### src/rtl/sram_port_arbiter.sv
// -----------------------------------------------------------------------------
// sram_port_arbiter
//
// Lets the Ibex instruction and data ports share one single-port SRAM with
// 1-cycle read latency. Each cycle at most one requester is granted, and the
// grant is combinational (gnt = req & win). The owner of each grant (port and
// error flag) is registered so that exactly one cycle later the response goes
// back to that port. A winner whose address is outside the memory window is
// still granted. It gets no SRAM access and receives rvalid with err=1 and
// rdata=0.
//
// Default priority: instr wins. The exception is a data request that has lost
// MAX_WAIT cycles in a row; that request is then granted, so that continuous
// fetch cannot starve loads and stores.
//
// Build option: define SRAM_ARB_RR_EN to replace fixed priority with
// round-robin. On contention the port not granted last wins, and MAX_WAIT is
// ignored.
//
// Ports
//   clk_i, rst_i             clock, async active-high reset
//   instr_req/gnt/rvalid/err, instr_addr_i, instr_rdata_o   fetch port
//   data_req/gnt/rvalid/err, data_we/be/addr/wdata_i, data_rdata_o
//                            load/store port (rvalid also for stores)
//   mem_req/we/be/addr/wdata_o, mem_rvalid_i, mem_rdata_i   SRAM side
// -----------------------------------------------------------------------------
module sram_port_arbiter #(
   parameter int unsigned MEM_SIZE  = 65536,
   parameter logic [31:0] MEM_START = 32'h0,
   parameter int unsigned MAX_WAIT  = 4
) (
   input  logic        clk_i,
   input  logic        rst_i,
   input  logic        instr_req_i,
   output logic        instr_gnt_o,
   output logic        instr_rvalid_o,
   output logic        instr_err_o,
   input  logic [31:0] instr_addr_i,
   output logic [31:0] instr_rdata_o,
   input  logic        data_req_i,
   output logic        data_gnt_o,
   output logic        data_rvalid_o,
   output logic        data_err_o,
   input  logic        data_we_i,
   input  logic [3:0]  data_be_i,
   input  logic [31:0] data_addr_i,
   input  logic [31:0] data_wdata_i,
   output logic [31:0] data_rdata_o,
   output logic        mem_req_o,
   output logic        mem_we_o,
   output logic [3:0]  mem_be_o,
   output logic [31:0] mem_addr_o,
   output logic [31:0] mem_wdata_o,
   input  logic        mem_rvalid_i,
   input  logic [31:0] mem_rdata_i
);

   localparam logic [31:0] WIN_MASK = ~(32'(MEM_SIZE) - 32'd1);

   logic       instr_in_win;
   logic       data_in_win;
   logic       instr_win;
   logic       data_win;
   logic [3:0] wait_cnt;
   logic       last_data;
   logic       rsp_instr;
   logic       rsp_data;
   logic       rsp_err;

   // The response is fixed one cycle after the grant by design, so the SRAM's
   // own valid strobe is never consulted.
   logic       unused_sigs;
`ifdef SRAM_ARB_RR_EN
   assign unused_sigs = mem_rvalid_i ^ (^wait_cnt);
`else
   assign unused_sigs = mem_rvalid_i ^ last_data;
`endif

   assign instr_in_win = (instr_addr_i & WIN_MASK) == MEM_START;
   assign data_in_win  = (data_addr_i  & WIN_MASK) == MEM_START;

   // Grants are gated by rst_i so that every output is quiet while reset is held.
   always_comb begin
`ifdef SRAM_ARB_RR_EN
      data_win = data_req_i && (!instr_req_i || !last_data) && !rst_i;
`else
      data_win = data_req_i && (!instr_req_i || (wait_cnt >= 4'(MAX_WAIT))) && !rst_i;
`endif
      instr_win = instr_req_i && !data_win && !rst_i;
   end

   assign instr_gnt_o = instr_win;
   assign data_gnt_o  = data_win;

   always_comb begin
      mem_req_o   = 1'b0;
      mem_we_o    = 1'b0;
      mem_be_o    = 4'h0;
      mem_addr_o  = 32'h0;
      mem_wdata_o = 32'h0;
      if (instr_win && instr_in_win) begin
         mem_req_o  = 1'b1;
         mem_be_o   = 4'hF;
         mem_addr_o = instr_addr_i;
      end else if (data_win && data_in_win) begin
         mem_req_o   = 1'b1;
         mem_we_o    = data_we_i;
         mem_be_o    = data_be_i;
         mem_addr_o  = data_addr_i;
         mem_wdata_o = data_wdata_i;
      end
   end

   always_ff @(posedge clk_i or posedge rst_i) begin
      if (rst_i) begin
         rsp_instr <= 1'b0;
         rsp_data  <= 1'b0;
         rsp_err   <= 1'b0;
         wait_cnt  <= 4'h0;
         last_data <= 1'b1;
      end else begin
         rsp_instr <= instr_win;
         rsp_data  <= data_win;
         rsp_err   <= (instr_win && !instr_in_win) || (data_win && !data_in_win);
         if (data_req_i && !data_win) begin
            if (wait_cnt != 4'hF) wait_cnt <= wait_cnt + 4'h1;
         end else begin
            wait_cnt <= 4'h0;
         end
         if (data_win)       last_data <= 1'b1;
         else if (instr_win) last_data <= 1'b0;
      end
   end

   assign instr_rvalid_o = rsp_instr;
   assign instr_err_o    = rsp_instr && rsp_err;
   assign instr_rdata_o  = (rsp_instr && !rsp_err) ? mem_rdata_i : 32'h0;
   assign data_rvalid_o  = rsp_data;
   assign data_err_o     = rsp_data && rsp_err;
   assign data_rdata_o   = (rsp_data && !rsp_err) ? mem_rdata_i : 32'h0;

endmodule

### config.mk
export PLATFORM = sky130hd
export DESIGN_NAME = sram_port_arbiter
export DESIGN_NICKNAME = d
export VERILOG_FILES = /design/src/rtl/sram_port_arbiter.sv
export SDC_FILE = /design/constraint.sdc
export NUM_CORES = 1
export LEC_CHECK = 0
export ABC_AREA = 1
export CAP_MARGIN = 10
export CORE_AREA = 2 2 109 111
export CTS_BUF_LIST = sky130_fd_sc_hd__clkbuf_8 sky130_fd_sc_hd__clkbuf_16
export DETAILED_ROUTE_END_ITERATION = 16
export DIE_AREA = 0 0 111 113
export GPL_TIMING_DRIVEN = 0
export PLACE_DENSITY = 0.59
export SKIP_LAST_GASP = 1
export SLEW_MARGIN = 20
export SYNTH_ARGS = -nofsm -noshare
export SYNTH_HDL_FRONTEND = slang
export SYNTH_SLANG_ARGS = --single-unit
export TNS_END_PERCENT = 5
### constraint.sdc
create_clock -name clk_i -period 1.4 [get_ports clk_i]
set_input_delay 0.28 -clock clk_i [delete_from_list [all_inputs] [get_ports clk_i]]
set_output_delay 0.28 -clock clk_i [all_outputs]
set_load 0.005 [all_outputs]
==> impl_summary.md <==
Run status
The flow ran to the end, but the final reports show violations. The checks that failed: negative setup slack.

Critical path
The stage delay of the slowest cell on the critical path is 0.40 ns. The slowest cell on the critical path is sky130_fd_sc_hd__clkdlybuf4s50_1. At the worst endpoint, the required time is 1.12 ns. The worst setup path is captured at a primary output. The capturing element of the worst setup path is mem_wdata_o[8]. The critical path startpoint category is a primary input. The reg-to-reg setup timing slack is -0.05 ns. The worst-case reg-to-reg path depth is 9. The timing startpoint of the critical path is instr_addr_i[18]. The startpoint of the worst register-to-register path is wait_cnt[2]. The critical path goes through clkdlybuf4s50_1 -> nor2_1 -> nand2_1 -> nor2_4 -> nand3_4 -> buf_12 -> buf_8 -> nand2_1 -> nor2_1 -> dlygate4sd2_1. By startpoint and endpoint, the worst setup path is classified as primary input to primary output. For the worst setup path, the data arrival time is 1.75 ns. The worst register-to-register path ends at rsp_err. Along the worst path, the maximum fanout reaches 10.

Yosys
The total of flip-flops plus latches after synthesis is 7. The share of the yosys chip area belonging to registers is 11.2%. The most area-hungry cell type in the Yosys netlist is sky130_fd_sc_hd__nor2_1.

The total of warnings raised by yosys is 0. Among all flip-flop cells after synthesis, the most frequent one is sky130_fd_sc_hd__dfrtp_1. Counting distinct cell types in the post-synthesis netlist gives 22. In this run the cell area of the synthesized design comes to 0.00156 mm2. In the post-synthesis netlist, the biggest area contributors are sky130_fd_sc_hd__nor2_1 29%, sky130_fd_sc_hd__nand2_1 20%, sky130_fd_sc_hd__dfrtp_1 11%.

Counting flops with a built-in enable in the synthesized netlist gives 0. The synthesized design devotes to its leading area cell type 28.6% of total area. A synthesized cell averages 4.81 um2. The cell count after synthesis came out at 325. The share of synthesized registers carrying an async set or reset is 100%.

Place
Summing all placed instances gives a cell area of 0.00442 mm2. The half-perimeter wire length after placement is 8.02 mm. Input and output buffers added on the ports amount to 260. The final weighted congestion in routability-driven placement is 0.854.

Die
The number of top-level pins is 278. The initialized floorplan defines 39 standard-cell rows. The die is 111 um wide. The total area inside the core boundary comes to 0.0113 mm2. The area of the die is 0.0125 mm2. The floorplan step set the die height to 113 um. The initial cell density of the core is 13.9%.

STA
Summed over all failing endpoints, the final setup total negative slack is -63.82 ns. The final worst clock skew is 0.00167 ns. The final hold slack is 0.251 ns. Setup repair after global routing could not meet its margin everywhere. The final-report hold violation count is 0. The max-slew violation count was 0.

The post-layout minimum cycle time is 2.03 ns. The worst setup slack after layout is -0.628 ns. The final-report setup violation count is 124. The share of the cycle needed by the critical path after routing is 145%. The maximum clock frequency is 493 MHz.

Routing
The via count is 3041. The pre-antenna-repair detailed-routing pass consisted of 4 iterations. The number of nets with antenna violations after routing is 0. After detailed routing, the average wire length per cell comes to 12.6 um.

After detailed routing, the total wire length is 9.82 mm. The detailed router's first-iteration violation count is 62. The detailed-route DRC error count is 0.

Using the TritonRoute via totals, the vias-per-cell ratio works out to 3.92.

Clocking
Clock tree synthesis found a total of 7 sinks. The source-to-sink clock delay at the later pin of the worst-skew pair is 0.23 ns. The root buffer cell chosen for the clock tree is sky130_fd_sc_hd__clkbuf_16. The CTS clock-pin slew for the worst setup and hold paths is 0.04 ns. The CTS tree is done.

The maximum number of buffers from clock root to sink is 2. Buffers inserted during clock tree synthesis total 3. The count of H-tree levels built during CTS is 1.

Cells and area
The layout-stage area growth over the synthesis result is 218%. The top cell types in the final layout, fill and taps aside, are 181 x sky130_fd_sc_hd__clkdlybuf4s50_1, 99 x sky130_fd_sc_hd__nor2_1, 66 x sky130_fd_sc_hd__nand2_1, 43 x sky130_fd_sc_hd__buf_2, 40 x sky130_fd_sc_hd__inv_1. The library cell used most frequently in the layout, excluding fill and tap cells, is sky130_fd_sc_hd__clkdlybuf4s50_1. The final net count is 773. The count of filler cells inserted in the layout is 1143. The post-route netlist has 26.2% of its cells at a drive strength greater than 1. The fraction of the core area covered by cells at the end of the flow is 44.2%. The final antenna diode count is 0. The area of all placed cells without fillers is 0.00498 mm2.

Power
The analysis attributes to cell leakage a power of 0.00263 uW. The power density over cell area is 298 mW/mm2. The total power consumption of the routed design is 1480 uW. The worst-case IR drop observed on VDD is 0.000269 V.

Global routing
The total overflow left after global routing is 0. Entering global routing, the biggest net connects 11 pins. The initial antenna violation count came to 0.

The first global-routing pass estimated 15.0 mm of wire. Global routing consumed, over all layers together, 14.7% of the routing resources. The via count of the first global-routing pass came to 3107.

Hold path
The worst hold path belongs to the class primary input to async pin.

Flow run
The max-cap violation count is 0.
==> worst min path at each step <==
stage | start | to | cells after the start
2_1_floorplan | rst_i | data_rvalid_o | 1
3_3_place_gp | wait_cnt[0] | wait_cnt[0] | 2
3_5_place_dp | wait_cnt[0] | wait_cnt[0] | 2
4_1_cts | rst_i | wait_cnt[2] | 3
5_1_grt | rst_i | instr_rvalid_o | 3
6_report | rst_i | wait_cnt[2] | 3
==> layout make-up <==
class                   count  area (um2)  share of cell area, %
multi-input cells         257        1290                   25.9
plain buffers              33         333                   6.69
inverters                  43         175                   3.52
repair buffers            289        2750                   55.2
well taps                 143         179                   3.59
clock buffers               3        75.1                   1.51
clock inverters             1        3.75                 0.0754
flip-flops and latches      7         175                   3.52
==> cell usage after synthesis, types with 2 or more instances <==
master	n
sky130_fd_sc_hd__dfrtp_1	7
sky130_fd_sc_hd__inv_1	41
sky130_fd_sc_hd__clkbuf_1	7
sky130_fd_sc_hd__nor2_1	119
sky130_fd_sc_hd__nand3_1	17
sky130_fd_sc_hd__nand3_2	2
sky130_fd_sc_hd__buf_2	6
sky130_fd_sc_hd__buf_6	4
sky130_fd_sc_hd__nand2_2	2
sky130_fd_sc_hd__nand2_1	85
sky130_fd_sc_hd__xnor2_1	2
sky130_fd_sc_hd__a21oi_1	4
sky130_fd_sc_hd__inv_2	2
sky130_fd_sc_hd__o21ai_1	4
sky130_fd_sc_hd__buf_4	16
==> registers in the layout (all words and copies together), names as in the netlist <==
signal and count:
instr_rvalid_o 1, rsp_err 1, data_rvalid_o 1, wait_cnt 4
==> what timing repair did <==
action,in CTS,in global routing
hold buffers,0,0
buffers inserted,21,3
setup endpoints to repair,124,125
pin swaps,40,32
gates cloned,7,0
resized for setup,294,49
==> metrics by stage <==
step	setup slack [ns]	cells
finish	-0.628	776
global route	-0.693	776
CTS	-0.647	775
detailed placement	-1.29	743
global placement	-1.28	743
floorplan	-0.102	340
==> worst max-delay path: cells and delay by family <==
kind	cells	cell delay (ns)
buffers and inverters	4	0.94
and+or+nand+nor	6	0.53
==> where the power goes <==
group | internal, uW | switching (uW) | total (uW)
Clock | 372 | 110 | 482
Sequential | 216 | 10.8 | 227
Combinational | 519 | 256 | 774
==> logic make-up after synthesis <==
kind of cell	after synthesis	share of synthesized area (%)
adders and majority gates	1	0.800
xor gates and xnor gates	3	1.68
buffers and inverters	76	24.5
DFF	7	11.2
and+or+nand+nor	228	58.0
other	1	0.240
AOI/OAI and AO/OA	9	3.60
==> routing by layer <==
layer	GRT usage, %	vias to the layer above	wire length [um]
met5	0	-	0
met4	5.25	0	227
met3	3.86	15	870
met2	30.2	181	5310
met1	14.0	1306	3410
li1	-	1539	-
Note: power is estimated with default switching activity, not from simulation.
